**src/rtl/updown_ctrl.sv**
```systemverilog
// Run controller for an external mod-10 up/down BCD counter.
// Optional UPDOWN_CTRL_AUTORELOAD_EN: DONE relaunches automatically.
module updown_ctrl #(
  parameter int SEC1_MAX = 100000000
) (
  input  logic       clk,
  input  logic       reset,
  input  logic       start,
  input  logic       stop,
  input  logic       dir_down,
  input  logic [3:0] target,
  input  logic [3:0] count,
  output logic       cnt_en,
  output logic       dec,
  output logic       clr,
  output logic       busy,
  output logic       done,
  output logic [2:0] state
);

  localparam int PW = (SEC1_MAX > 1) ? $clog2(SEC1_MAX) : 1;
  localparam logic [PW-1:0] PMAX = PW'(SEC1_MAX - 1);

  typedef enum logic [2:0] {
    S_IDLE  = 3'd0,
    S_CLEAR = 3'd1,
    S_RUN   = 3'd2,
    S_PAUSE = 3'd3,
    S_DONE  = 3'd4
  } state_t;

  state_t          state_q;
  state_t          state_nx;
  logic [PW-1:0]   presc_q;
  logic [PW-1:0]   presc_nx;
  logic            cnt_en_q;
  logic            cnt_en_nx;
  logic            dec_q;
  logic            dec_nx;
  logic            clr_q;
  logic            chk_q;
  logic            chk_nx;
  logic [3:0]      tgt;

  assign tgt = (target > 4'd9) ? 4'd9 : target;

  // Next-state decode; STOP always beats START.
  always_comb begin
    state_nx = state_q;
    case (state_q)
      S_IDLE: begin
        if (start && !stop)
          state_nx = S_CLEAR;
      end
      S_CLEAR: begin
        state_nx = S_RUN;
      end
      S_RUN: begin
        if (stop)
          state_nx = S_PAUSE;
        else if (chk_q && count == tgt)
          state_nx = S_DONE;
      end
      S_PAUSE: begin
        if (stop)
          state_nx = S_IDLE;
        else if (start)
          state_nx = S_RUN;
      end
      S_DONE: begin
        if (stop)
          state_nx = S_IDLE;
        else if (start)
          state_nx = S_CLEAR;
`ifdef UPDOWN_CTRL_AUTORELOAD_EN
        else
          state_nx = S_CLEAR;
`endif
      end
      default: begin
        state_nx = S_IDLE;
      end
    endcase
  end

  // Prescaler, step strobe, direction latch and pending target check.
  always_comb begin
    presc_nx  = presc_q;
    cnt_en_nx = 1'b0;
    dec_nx    = dec_q;
    chk_nx    = chk_q;
    if (state_nx == S_CLEAR) begin
      presc_nx = '0;
    end else if (state_q == S_RUN && state_nx == S_RUN) begin
      if (presc_q == PMAX) begin
        presc_nx  = '0;
        cnt_en_nx = 1'b1;
      end else begin
        presc_nx = presc_q + PW'(1);
      end
    end
    if (start && state_nx == S_CLEAR)
      dec_nx = dir_down;
    if (state_nx == S_IDLE || state_nx == S_CLEAR || state_nx == S_DONE)
      chk_nx = 1'b0;
    else if (cnt_en_q)
      chk_nx = 1'b1;
    else if (state_q == S_RUN && !stop)
      chk_nx = 1'b0;
  end

  // State and registered counter controls, synchronous active-low reset.
  always_ff @(posedge clk) begin
    if (!reset) begin
      state_q  <= S_IDLE;
      presc_q  <= '0;
      cnt_en_q <= 1'b0;
      dec_q    <= 1'b0;
      clr_q    <= 1'b0;
      chk_q    <= 1'b0;
    end else begin
      state_q  <= state_nx;
      presc_q  <= presc_nx;
      cnt_en_q <= cnt_en_nx;
      dec_q    <= dec_nx;
      clr_q    <= (state_nx == S_CLEAR);
      chk_q    <= chk_nx;
    end
  end

  assign cnt_en = cnt_en_q;
  assign dec    = dec_q;
  assign clr    = clr_q;
  assign busy   = (state_q == S_CLEAR) || (state_q == S_RUN)
               || (state_q == S_PAUSE);
  assign done   = (state_q == S_DONE);
  assign state  = state_q;

endmodule
```
**config.mk**
```make
export PLATFORM = sky130hd
export DESIGN_NAME = updown_ctrl
export DESIGN_NICKNAME = d
export VERILOG_FILES = /design/src/rtl/updown_ctrl.sv
export SDC_FILE = /design/constraint.sdc
export NUM_CORES = 1
export LEC_CHECK = 0
export BUFFER_PORTS_ARGS = -buffer_cell sky130_fd_sc_hd__buf_4
export CAP_MARGIN = 25
export CORE_MARGIN = 3
export CORE_UTILIZATION = 39
export DETAILED_ROUTE_END_ITERATION = 16
export SYNTH_ARGS = -nofsm -noshare
export SYNTH_HDL_FRONTEND = slang
export SYNTH_SLANG_ARGS = --single-unit
```
**constraint.sdc**
```tcl
create_clock -name clk -period 3.61 [get_ports clk]
set_clock_uncertainty 0.05 [all_clocks]
set_input_delay 0.1805 -clock clk [delete_from_list [all_inputs] [get_ports clk]]
set_output_delay 0.1805 -clock clk [all_outputs]
set_load 0.02 [all_outputs]
```
==> qor.yml <==
wl_met2_mm: 1.72
hold_viol: 0
clock_sinks: 34
maxCapViolations: 0
synth_ff_type: "dfxtp_1"
p_int_mw: 0.569
synthTopCellsByCount: "dfxtp_1, a21oi_1, nor2_1, o21ai_0, or3_1"
p_per_area_nw_per_um2: 365
met1_length_mm: 1.78
drt_pass1_iterations: 6
start_util: 0.409
slew_violations: 0
grt_pass1_vias: 1457
fillers: 440
grt_first_pass_wirelength_mm: 6.53
start_kind: "flop"
vias_per_cell: 5.65
clk-insertion-delay-late_ns: 0.28
fmaxAchievable_mhz: 439
cts_buffer_depth: 2
highest_layer: "met4"
netlist_area_sq_um: 1810
yosysMostFrequentCell: "dfxtp_1"
ys_seq_elements: 34
wl_per_cell_um: 13.2
critPathKind: "reg -> reg"
die_w_um: 74.1
area_growth_pct: 15.0
grt_antenna_before_repair: 0
irDropWorstVdd_mv: 0.188
cp-startpoint: "presc_q[10]"
via_count: 1588
cts_setup_buffers: 0
required_ns: 3.71
ios: 21
synthTopCellsByArea: "dfxtp_1, a21oi_1, xor2_1, o21ai_0, or3_1"
numCtsBuffers: 5
track_usage: 0.152
reg2reg_depth: 5
synth.avg_cell_area_sq_um: 8.81
p_sw_frac: 0.250
r2r-start: "presc_q[10]"
final-setup-viol-count: 0
rsz0062_at_grt: "no"
synth_top_cell_by_area: "dfxtp_1"
die_h_um: 74.1
leakage_nw: 0.686
synth.top_cell.area_share: 0.377
diodes: 0
synth_edf_count: 0
cts_max_level: 2
yosysSeqAreaShare: 0.377
clk_pin_slew_ns: 0.07
first_iter_violations: 98
die_area_sq_um: 5490
final-instance-count-excl-fill: 281
slowest_delay_ns: 0.66
ctsHoldBuffers: 0
nets: 242
min_period_ns: 2.28
dpl.cell_count: 273
final_antenna_net_count: 0
max_slew.worst_pin.slew_ns: 0.722
ys_types: 45
coreArea_sq_um: 4410
cts_root_buf: "clkbuf_8"
yosys_warnings: 0
grt_overflow: 0
holdCritStartpoint: "reset"
relSlewSlack: 0.516
period_share: 0.632
timing.setup.tns_ns: 0
drt_wl_total_mm: 3.72
status: "finished, final reports clean"
netSwitchingPower_mw: 0.190
dp_hpwl_mm: 2.66
gp_congestion: 0.829
grt_max_degree: 26
pwr-share-comb: 0.110
rows: 24
end_kind: "flop"
hold_path_depth: 2
io_buffers: 20
crit_path_max_fanout: 25
syn_nets: 219
async_reset_ff_frac: 0
pwr-share-clk: 0.381
path_cells: "or4b_2, nor3_1, nand4_1, o21bai_4, nor2_1"
cts.repair.resized: 0
cts_tree: "built"
drc_errors: 0
slowest_stage: "or4b_2"
met3_length_um: 143
power_frac_seq: 0.509
arrival_ns: 2.38
hp-class: "in -> reg"
netlist_instances: 205
worst-r2r-setup-slack_ns: 1.33
layout-drive-gt1-share: 0.170
==> placed cells by master (no fill, tap or decap), types with 7 or more instances in the layout <==
cell     count
a21oi_1     21
buf_4       23
dfxtp_1     34
nand2_1     10
nand3_1      7
nor2_1      14
o21ai_0     14
o31ai_1      7
or3_1       11
xor2_1       9
==> layout make-up <==
| cell class | count | area (sq um) | area share |
|---|---|---|---|
| Clock buffer | 7 | 86.3 | 0.0415 |
| Clock inverter | 1 | 5.00 | 0.00241 |
| Inverter | 3 | 11.3 | 0.00542 |
| Multi-Input combinational cell | 161 | 1060 | 0.509 |
| Sequential cell | 34 | 681 | 0.328 |
| Tap cell | 52 | 65.1 | 0.0313 |
| Timing Repair Buffer | 23 | 173 | 0.0831 |
==> path summary, 6_finish.rpt <==
| kind | to |
|---|---|
| worst max register to register | presc_q[4] |
| worst max-delay path | presc_q[4] |
| worst min register to register | presc_q[7] |
| worst min-delay path | state[0] |
==> critical path, delay by kind of cell (launching register included) <==
family / cells / cell delay (ns)
and+or+nand+nor: 4 / 1.18
AOI/OAI and AO/OA: 1 / 0.58
DFF: 1 / 0.33
==> metal layers <==
layer | GRT usage | up-vias
li1 | - | 819
met1 | 0.190 | 732
met2 | 0.243 | 28
met3 | 0.0405 | 9
met4 | 0.0724 | 0
met5 | 0 | -
==> metrics by stage <==
stage               power (mW)  hold WS (ns)  setup slack, ns   util  area (sq um)
floorplan                0.450         0.252             1.64      -          1810
global placement         0.480         0.392             1.36  0.450          1990
detailed placement       0.480         0.395             1.34  0.450          1990
CTS                      0.772        0.0942             1.32  0.471          2080
global route             0.798         0.104             1.14  0.471          2080
finish                   0.759        0.0985             1.33  0.471          2080
==> flip-flops by register name, summed over array words and instances, names as in the netlist <==
| name | cells |
|---|---|
| chk_q | 1 |
| dec | 1 |
| presc_q | 27 |
| state | 3 |
| clr | 1 |
| cnt_en | 1 |
==> cells by family after synthesis <==
| kind of cell | synth area share |
|---|---|
| and+or+nand+nor | 0.292 |
| adders and majority gates | 0.00692 |
| xor gates and xnor gates | 0.0485 |
| DFF | 0.377 |
| AOI/OAI and AO/OA | 0.227 |
| buffers and inverters | 0.0381 |
| muxes | 0.0111 |
==> power groups by stage <==
stage	combinational [mW]	sequential (mW)	clock, mW
after floorplan	0.0527	0.397	0
after global placement	0.0842	0.395	0
after detailed placement	0.0845	0.395	0
after CTS	0.0848	0.387	0.301
after global routing	0.0929	0.388	0.317
final	0.0834	0.387	0.289
(Power assumes the default switching activity.)
